### config.mk
export PLATFORM = sky130hd
export DESIGN_NAME = synapse_weight_loader_flat
export DESIGN_NICKNAME = d
export VERILOG_FILES = /design/src/rtl/synapse_weight_loader_if.sv /design/src/rtl/synapse_weight_loader.sv /design/src/flat_wrapper.sv
export SDC_FILE = /design/constraint.sdc
export NUM_CORES = 1
export LEC_CHECK = 0
export BUFFER_PORTS_ARGS = -buffer_cell sky130_fd_sc_hd__buf_4
export CAP_MARGIN = 20
export CELL_PAD_IN_SITES_DETAIL_PLACEMENT = 1
export CELL_PAD_IN_SITES_GLOBAL_PLACEMENT = 1
export CORE_MARGIN = 2
export CORE_UTILIZATION = 41
export DETAILED_ROUTE_END_ITERATION = 12
export GPL_TIMING_DRIVEN = 0
export PLACE_DENSITY_LB_ADDON = 0.15
export SLEW_MARGIN = 40
export SYNTH_ARGS = -nofsm -noshare
export SYNTH_HDL_FRONTEND = slang
export SYNTH_SLANG_ARGS = --single-unit
### constraint.sdc
create_clock -name clk -period 2.55 [get_ports clk]
set_input_delay 0.1275 -clock clk [delete_from_list [all_inputs] [get_ports clk]]
set_output_delay 0.1275 -clock clk [all_outputs]
set_load 0.01 [all_outputs]
### src/rtl/synapse_weight_loader_if.sv
// Bundle of the serial configuration handshake and the committed weight bus
// for synapse_weight_loader. The master side (configuration controller)
// drives framing and serial data. The slave side (the loader) returns the
// committed matrix and its status.
interface synapse_weight_loader_if #(
    parameter int ROWS  = 5,
    parameter int COLS  = 3,
    parameter int WBITS = 4
);
    localparam int TOTAL = ROWS * COLS * WBITS;
    localparam int ROW_W = (ROWS > 1) ? $clog2(ROWS) : 1;
    localparam int COL_W = (COLS > 1) ? $clog2(COLS) : 1;

    logic               start;
    logic               bit_in;
    logic               bit_valid;
    logic               abort;
    logic [0:TOTAL-1]   phi_out;
    logic               wgt_valid;
    logic               done;
    logic               busy;
    logic               err;
    logic [ROW_W-1:0]   cur_row;
    logic [COL_W-1:0]   cur_col;

    modport master (
        output start, bit_in, bit_valid, abort,
        input  phi_out, wgt_valid, done, busy, err, cur_row, cur_col
    );

    modport slave (
        input  start, bit_in, bit_valid, abort,
        output phi_out, wgt_valid, done, busy, err, cur_row, cur_col
    );
endinterface

### src/rtl/synapse_weight_loader.sv
// Serial-to-parallel loader for the ROWS x COLS synapse weight matrix.
// Bits arrive MSB first, row-major, into a shadow register. The complete
// frame is copied to phi_out in a single COMMIT cycle, so the neuron array
// never sees a partially loaded matrix.
// Optional feature: define WEIGHT_PARITY_CHECK_EN to require one trailing
// even-parity bit after the data. On a parity mismatch the frame is dropped
// and the sticky err flag is set. Without the macro, err is tied to 0.
module synapse_weight_loader #(
    parameter int ROWS  = 5,
    parameter int COLS  = 3,
    parameter int WBITS = 4
) (
    input  logic                    clk,
    input  logic                    rst_n,
    synapse_weight_loader_if.slave  bus
);
    localparam int TOTAL = ROWS * COLS * WBITS;
    localparam int CNT_W = $clog2(TOTAL);
    localparam int SUB_W = (WBITS > 1) ? $clog2(WBITS) : 1;
    localparam int ROW_W = (ROWS > 1) ? $clog2(ROWS) : 1;
    localparam int COL_W = (COLS > 1) ? $clog2(COLS) : 1;

    localparam logic [CNT_W-1:0] LAST_BIT = CNT_W'(TOTAL - 1);
    localparam logic [SUB_W-1:0] SUB_LAST = SUB_W'(WBITS - 1);
    localparam logic [COL_W-1:0] COL_LAST = COL_W'(COLS - 1);

`ifdef WEIGHT_PARITY_CHECK_EN
    typedef enum logic [1:0] {
        IDLE   = 2'd0,
        SHIFT  = 2'd1,
        PARITY = 2'd2,
        COMMIT = 2'd3
    } state_t;
`else
    typedef enum logic [1:0] {
        IDLE   = 2'd0,
        SHIFT  = 2'd1,
        COMMIT = 2'd3
    } state_t;
`endif

    state_t             state;
    logic [0:TOTAL-1]   shadow;
    logic [0:TOTAL-1]   phi_q;
    logic               wgt_valid_q;
    logic               done_q;
    logic               busy_q;
    logic [CNT_W-1:0]   bit_cnt;
    logic [SUB_W-1:0]   sub_cnt;
    logic [ROW_W-1:0]   row_q;
    logic [COL_W-1:0]   col_q;
`ifdef WEIGHT_PARITY_CHECK_EN
    logic               err_q;
`endif

    // Frame sequencer. Every output is registered here. In SHIFT and PARITY,
    // abort is checked before data so that it overrides a simultaneous
    // last bit. On the final data bit the position counters are not
    // advanced, so cur_row/cur_col keep pointing at the last weight after
    // commit until the next start.
    always_ff @(posedge clk or negedge rst_n) begin
        if (!rst_n) begin
            state       <= IDLE;
            shadow      <= '0;
            phi_q       <= '0;
            wgt_valid_q <= 1'b0;
            done_q      <= 1'b0;
            busy_q      <= 1'b0;
            bit_cnt     <= '0;
            sub_cnt     <= '0;
            row_q       <= '0;
            col_q       <= '0;
`ifdef WEIGHT_PARITY_CHECK_EN
            err_q       <= 1'b0;
`endif
        end else begin
            done_q <= 1'b0;
            case (state)
                IDLE: begin
                    if (bus.start) begin
                        state   <= SHIFT;
                        busy_q  <= 1'b1;
                        shadow  <= '0;
                        bit_cnt <= '0;
                        sub_cnt <= '0;
                        row_q   <= '0;
                        col_q   <= '0;
`ifdef WEIGHT_PARITY_CHECK_EN
                        err_q   <= 1'b0;
`endif
                    end
                end

                SHIFT: begin
                    if (bus.abort) begin
                        state  <= IDLE;
                        busy_q <= 1'b0;
                    end else if (bus.bit_valid) begin
                        shadow[bit_cnt] <= bus.bit_in;
                        if (bit_cnt == LAST_BIT) begin
`ifdef WEIGHT_PARITY_CHECK_EN
                            state <= PARITY;
`else
                            state <= COMMIT;
`endif
                        end else begin
                            bit_cnt <= bit_cnt + 1'b1;
                            if (sub_cnt == SUB_LAST) begin
                                sub_cnt <= '0;
                                if (col_q == COL_LAST) begin
                                    col_q <= '0;
                                    row_q <= row_q + 1'b1;
                                end else begin
                                    col_q <= col_q + 1'b1;
                                end
                            end else begin
                                sub_cnt <= sub_cnt + 1'b1;
                            end
                        end
                    end
                end

`ifdef WEIGHT_PARITY_CHECK_EN
                PARITY: begin
                    if (bus.abort) begin
                        state  <= IDLE;
                        busy_q <= 1'b0;
                    end else if (bus.bit_valid) begin
                        if (bus.bit_in == (^shadow)) begin
                            state <= COMMIT;
                        end else begin
                            state  <= IDLE;
                            busy_q <= 1'b0;
                            err_q  <= 1'b1;
                        end
                    end
                end
`endif

                COMMIT: begin
                    phi_q       <= shadow;
                    wgt_valid_q <= 1'b1;
                    done_q      <= 1'b1;
                    state       <= IDLE;
                    busy_q      <= 1'b0;
                end

                default: begin
                    state  <= IDLE;
                    busy_q <= 1'b0;
                end
            endcase
        end
    end

    assign bus.phi_out   = phi_q;
    assign bus.wgt_valid = wgt_valid_q;
    assign bus.done      = done_q;
    assign bus.busy      = busy_q;
    assign bus.cur_row   = row_q;
    assign bus.cur_col   = col_q;
`ifdef WEIGHT_PARITY_CHECK_EN
    assign bus.err       = err_q;
`else
    assign bus.err       = 1'b0;
`endif

endmodule

### src/flat_wrapper.sv
// flat-port wrapper written by rule: the top's interface ports become plain ports
module synapse_weight_loader_flat 
#(
    parameter int ROWS  = 5,
    parameter int COLS  = 3,
    parameter int WBITS = 4
)
  (clk, rst_n, bus_start, bus_bit_in, bus_bit_valid, bus_abort, bus_phi_out, bus_wgt_valid, bus_done, bus_busy, bus_err, bus_cur_row, bus_cur_col);
  synapse_weight_loader_if #(.ROWS(ROWS), .COLS(COLS), .WBITS(WBITS)) bus_i ();
  input  logic clk;
  input  logic rst_n;
  input wire logic [$bits(bus_i.start)-1:0] bus_start;
  input wire logic [$bits(bus_i.bit_in)-1:0] bus_bit_in;
  input wire logic [$bits(bus_i.bit_valid)-1:0] bus_bit_valid;
  input wire logic [$bits(bus_i.abort)-1:0] bus_abort;
  output wire logic [$bits(bus_i.phi_out)-1:0] bus_phi_out;
  output wire logic [$bits(bus_i.wgt_valid)-1:0] bus_wgt_valid;
  output wire logic [$bits(bus_i.done)-1:0] bus_done;
  output wire logic [$bits(bus_i.busy)-1:0] bus_busy;
  output wire logic [$bits(bus_i.err)-1:0] bus_err;
  output wire logic [$bits(bus_i.cur_row)-1:0] bus_cur_row;
  output wire logic [$bits(bus_i.cur_col)-1:0] bus_cur_col;
  assign bus_i.start = bus_start;
  assign bus_i.bit_in = bus_bit_in;
  assign bus_i.bit_valid = bus_bit_valid;
  assign bus_i.abort = bus_abort;
  assign bus_phi_out = bus_i.phi_out;
  assign bus_wgt_valid = bus_i.wgt_valid;
  assign bus_done = bus_i.done;
  assign bus_busy = bus_i.busy;
  assign bus_err = bus_i.err;
  assign bus_cur_row = bus_i.cur_row;
  assign bus_cur_col = bus_i.cur_col;
  synapse_weight_loader #(.ROWS(ROWS), .COLS(COLS), .WBITS(WBITS)) u_core (.clk(clk), .rst_n(rst_n), .bus(bus_i));
endmodule
==> metrics.txt, run 1 <==
final setup fails 0; final wirelength 16400 um; row count 43; CP arrival 2.71 ns; WP buf/inv 1; # DRC 0; CP delay by family, top simple AND/OR/NAND/NOR gates; gp weighted congestion 0.829; Clock Skews 0.00877 ns; total power density per cell area 732 nW/um^2; clock sinks 138; hpwl dp 10800 um; number of buffers created by CTS 17; Syn. warnings 0; max incr delay on CP 0.74 ns; Syn Inst Count 520; LEAKAGE roughly 3.6 nW; Detail Route Antenna Nets 0; Hold/Removal Path Class in2reg; Worst-Skew Late Latency 0.43 ns; H-tree levels 4; worst setup path class reg2reg; nets@finish around 630; fin. max-slew vios 0; Wirelength per Cell 20.2 um; setup bufs post-CTS 0; Seq/Total Area, Yosys 0.593; count of input and output buffers 73; clock transition at the registers of the reported paths 0.06 ns; Syn Nets 529; Max-cap violations 0; CTS tree done; drt pass-1 iters 5; core box area roughly 14000 sq um; Setup Total Neg Slack 0 ns; layout cells sized above 1 0.289; Root Buffer clkbuf_16; DR vias/cell 5.61; Crit Path Max Fanout 10; RSZ-0062 raised after global routing true; syn_area_per_cell between 10 and 15 sq um; commonest non-fill, non-tap cell in the layout dfrtp_1; Synth Cell Area 5820 sq um; flops & latches, synth approximately 140; initial core utilization 0.420; Period minus WS final 2.38 ns; element type at the critical path start flop; DRT iter0 DRCs 304; worst path required time between 2 and 3 ns; final hold viol count 1; DIE AREA approximately 15000 sq um; # fillers 1508; Crit. End Element flop; Die H 123 um; fin crit share 0.935; overall power 5.37 mW; most frequent cells in the layout dfrtp_1, o21ai_0, buf_4; Worst-Margin Slew 0.791 ns; status finished, violations left; Congestion Overflow GR 0; Max Clk Rate 420 MHz; Diodes inserted 0; largest net degree at the start of global routing 63; Slew headroom 0.470; initial antenna violation count 0; Tot GR Track Use 0.233; Clock Tree Buf Depth 2; Area Overhead vs Synth 26.0%; Slowest cell on crit path nor3b_2; via count 4542; first-pass GRT wire length roughly 26000 um; failing checks hold timing; post-synth cell types 35; hold slack -0.00614 ns; crit-path cells clkbuf_1, nor3b_2, nand2_1, o21ai_0; VDD IR-drop max approximately 0.42 mV; vias in the first global route 4819; Die Wd 123 um; io pins 75
routing by layer:
metal	GRT usage	up-vias	share of wire
li1	-	2078	-
met1	0.310	2306	0.45
met2	0.376	128	0.48
met3	0.0498	30	0.051
met4	0.0845	0	0.021
met5	0	-	0
cell families (layout without fill, tap and decap cells):
logic type,after synthesis,count (layout),synth area share
AOI/OAI and AO/OA,209,209,0.191
adders and majority gates,3,3,0.00645
and+or+nand+nor,62,62,0.0602
buffers and inverters,46,156,0.0311
DFF,138,138,0.593
muxes,61,61,0.118
other,1,1,0.000644
worst reg2reg max path: stages (launching register included):
cell      delay [ns]
dfrtp_1         0.37
clkbuf_1        0.39
nor3b_2         0.74
nand2_1         0.48
o21ai_0         0.30
report_power, final:
part	leakage (nW)	switching, mW	internal [mW]
registers	1.92	0.0363	2.24
logic	1.40	0.388	0.171
clock network	0.304	0.906	1.63
metrics by stage:
stage | utilization | area, sq um | hold slack, ns | setup WS [ns] | instances
floorplan | - | 5820 | -0.168 | 0.831 | 520
global placement | 0.475 | 6600 | 0.412 | -0.438 | 773
detailed placement | 0.483 | 6700 | -0.0247 | 0.243 | 777
CTS | 0.527 | 7320 | 0.00129 | 0.205 | 810
global route | 0.529 | 7340 | 0.0292 | -0.0116 | 810
finish | 0.529 | 7340 | -0.00614 | 0.167 | 810
worst paths after layout:
check                                            startpoint  depth (start not counted)  slack, ns                                 end
max                           u_core.bit_cnt[2]$_DFFE_PN0P_                          4       0.17        u_core.shadow[4]$_DFFE_PN0P_
min                                               bus_start                          3     -0.006         u_core.state[0]$_DFFE_PN0P_
max reg2reg                   u_core.bit_cnt[2]$_DFFE_PN0P_                          4       0.17        u_core.shadow[4]$_DFFE_PN0P_
min reg2reg                u_core.bus.wgt_valid$_DFFE_PN0P_                          1       0.47    u_core.bus.wgt_valid$_DFFE_PN0P_
max in group asynchronous                             rst_n                          4       1.55  u_core.bus.phi_out[36]$_DFFE_PN0P_
min in group asynchronous                             rst_n                          2       0.13   u_core.bus.phi_out[5]$_DFFE_PN0P_
flip-flops by register name (all words and copies together), names as in the netlist:
| register | count |
|---|---|
| u_core.bus.phi_out | 60 |
| u_core.shadow | 60 |
| u_core.bus.done | 1 |
| u_core.sub_cnt | 2 |
| u_core.state | 2 |
| u_core.bus.wgt_valid | 1 |
| u_core.bus.cur_col | 2 |
| u_core.bus.busy | 1 |
| u_core.bus.cur_row | 3 |
| u_core.bit_cnt | 6 |
synth_stat cells, drive strengths merged:
master	instances	area (sq um)
a2111oi	1	27.5
a211oi	1	7.51
a21boi	1	7.51
a21o	4	30.0
a21oi	63	315
a22o	3	26.3
a31oi	7	43.8
a32o	1	10.0
and3	3	18.8
and3b	7	61.3
and4	1	8.76
buf	6	30.0
clkbuf	36	136
conb	1	3.75
dfrtp	138	3450
ha	3	37.5
inv	4	15.0
mux2	61	687
nand2	21	78.8
nand2b	5	31.3
nand3	3	15.0
nand3b	2	15.0
nand4	2	12.5
nor2	5	18.8
nor2b	3	18.8
nor3	2	10.0
nor3b	6	45.0
nor4bb	1	10.0
o21ai	127	636
o31ai	1	7.51
or3	1	6.26
layout make-up:
type	instances	area, sq um	share of cell area
flip-flops and latches	138	3450	0.470
repair buffers	78	636	0.0866
well taps	180	225	0.0307
multi-input cells	336	2240	0.305
clock buffers	24	492	0.0670
plain buffers	42	166	0.0227
clock inverters	8	115	0.0157
inverters	4	15.0	0.00205
repair_timing:
action                                  4_1_cts  5_1_grt
hold buffers                                  1        0
resized for setup                             0        1
endpoints found under the setup margin        0        6
endpoints found under the hold margin        83        0
Power figures use the tool's default switching activity.
==> run 2, diff against run 1 <==
ABC_AREA = 1   (was unset)
HOLD_SLACK_MARGIN = 0.15   (was unset)
==> metrics.txt, run 2 <==
area of the multi-input gates 2500 sq um; Die Wd approximately 130 um; Wirelength per Cell 16.6 um; fin. max-slew vios 0; final hold viol count 0; Syn. warnings 0; flops & latches, synth roughly 140; Synth Cell Area around 6300 sq um; Slew headroom 0.597; via count about 5.7k; Combinational Power Share 0.242; CP arrival approximately 2.4 ns; clock transition at the registers of the reported paths around 0.060 ns; Seq/Total Area, Yosys 0.550; Root Buffer clkbuf_16; RSZ-0062 raised after global routing false; H-tree levels 4; post-synth cell types 23; Hold/Removal Path Class in2async; Worst-Margin Slew 0.602 ns; Tot GR Track Use 0.237; Register Area 3450 sq um; hold slack 0.169 ns; total power density per cell area between 800 and 900 nW/um^2; CTS tree done; most frequent cells after synthesis nand2_1, dfrtp_1, nand3_1; Crit. End Element flop; Syn Inst Count 798; FFs w/ async S/R, synth 1.00; Synth top area share 0.550; Syn Nets 807; fin crit share 0.794; initial core utilization 0.416; # fillers 1875; Max Clk Rate 494 MHz; Area Overhead vs Synth 24.6%; Clock Skews approximately 0.0070 ns; Congestion Overflow GR 0; LEAKAGE 4.31 nW; drt pass-1 iters 4; clock network fraction of total power 0.399; final wirelength 18300 um; final setup fails 0; top-count cell post-synth nand2_1; core box area 15100 sq um; Placed Cells 1061; worst path required time just under 3 ns; syn_area_per_cell 7.86 sq um; initial antenna violation count 0; dpl ws roughly 0.8 ns; element type at the critical path start flop; first-pass GRT wire length 30200 um; Hold Buf Count CTS 6; gp weighted congestion a little over 0.8; status finished clean; nets@finish 907; most frequent cells in the layout nand2_1, dfrtp_1, buf_4; Diodes inserted 0; layout cells sized above 1 0.161; synth top area cells dfrtp_1, nand2_1, nand3_1; DR vias/cell 5.18; Period minus WS final a little over 2 ns; Final WS setup 0.525 ns; Finished Layout Cells 1099; Detail Route Antenna Nets 0; Post-synth EDFFs 0; row count between 40 and 50; PostCTS Resize Cnt 0; Flop pwr share 0.359; vias in the first global route between 6k and 7k; Clock Tree Buf Depth 2; setup bufs post-CTS 0; leading area contributor after synthesis dfrtp_1; Crit Path Max Fanout 10; Pint 4.43 mW; end-of-flow core utilization 0.518; worst setup path class reg2reg; VDD IR-drop max 0.484 mV; hpwl dp 12800 um; io pins 75; commonest non-fill, non-tap cell in the layout nand2_1; net load switching power 2.19 mW; largest net degree at the start of global routing 55; Die H 128 um; DRT iter0 DRCs roughly 260; Top FF cell, synth dfrtp_1; Setup Total Neg Slack 0 ns; switching share of power 0.330; Max-cap violations 0; DIE AREA 16300 sq um; clock sinks 138; count of input and output buffers 73; Worst-Skew Late Latency 0.43 ns; # DRC 0; number of buffers created by CTS 17
[run 2: cells by family after synthesis]
family                   share of synthesized area
AO/OA/AOI/OAI                               0.0526
XOR/XNOR                                   0.00279
adder cells (fa/ha/maj)                    0.00598
buffers and inverters                       0.0514
flip-flops                                   0.550
other                                     0.000598
AND/OR/NAND/NOR                              0.336
[run 2: worst paths after layout]
check | start | cells past startpoint | to | slack, ns
max | u_core.state[1]$_DFFE_PN0P_ | 8 | u_core.bus.busy$_DFFE_PN0P_ | 0.53
min | rst_n | 2 | u_core.bus.phi_out[59]$_DFFE_PN0P_ | 0.17
max reg2reg | u_core.state[1]$_DFFE_PN0P_ | 8 | u_core.bus.busy$_DFFE_PN0P_ | 0.53
min reg2reg | u_core.shadow[49]$_DFFE_PN0P_ | 2 | u_core.shadow[49]$_DFFE_PN0P_ | 0.47
max in group asynchronous | rst_n | 4 | u_core.bus.phi_out[1]$_DFFE_PN0P_ | 1.51
min in group clk | bus_bit_in | 6 | u_core.shadow[20]$_DFFE_PN0P_ | 0.32
[run 2: per-layer routing]
| layer | up-vias | GRT usage | part of all wire |
|---|---|---|---|
| li1 | 2736 | - | - |
| met2 | 103 | 0.417 | 0.52 |
| met5 | - | 0 | 0 |
| met1 | 2827 | 0.294 | 0.43 |
| met4 | 0 | 0.0782 | 0.017 |
| met3 | 24 | 0.0459 | 0.037 |
[run 2: through the flow]
stage / total power, mW / area [sq um]
2_1_floorplan: 3.40 / 6280
3_3_place_gp: 3.88 / 7060
3_5_place_dp: 3.97 / 7120
4_1_cts: 6.65 / 7820
5_1_grt: 6.93 / 7820
6_report: 6.62 / 7820
[run 2: cell type report]
| class | instances | area share |
|---|---|---|
| Clock buffer | 21 | 0.0602 |
| Inverter | 25 | 0.0120 |
| Sequential cell | 138 | 0.442 |
| Buffer | 44 | 0.0293 |
| Multi-Input combinational cell | 591 | 0.320 |
| Tap cell | 188 | 0.0301 |
| Timing Repair Buffer | 81 | 0.0858 |
| Clock inverter | 11 | 0.0214 |
[run 2: power by group through the flow]
stage                     registers [mW]  clock network (mW)  logic (mW)
after floorplan                     2.40                   0       0.997
after global placement              2.41                   0        1.48
after detailed placement            2.42                   0        1.55
after CTS                           2.38                2.68        1.59
after global routing                2.39                2.77        1.77
final                               2.38                2.64        1.60
[run 2: critical path, cell delays in order (launching register included)]
cell           delay, ns
dfrtp_1             0.45
inv_2               0.08
nand2_2             0.10
buf_2               0.23
or2_2               0.31
nand2_1             0.12
nand2_1             0.07
nand2_1             0.06
dlygate4sd3_1       0.54
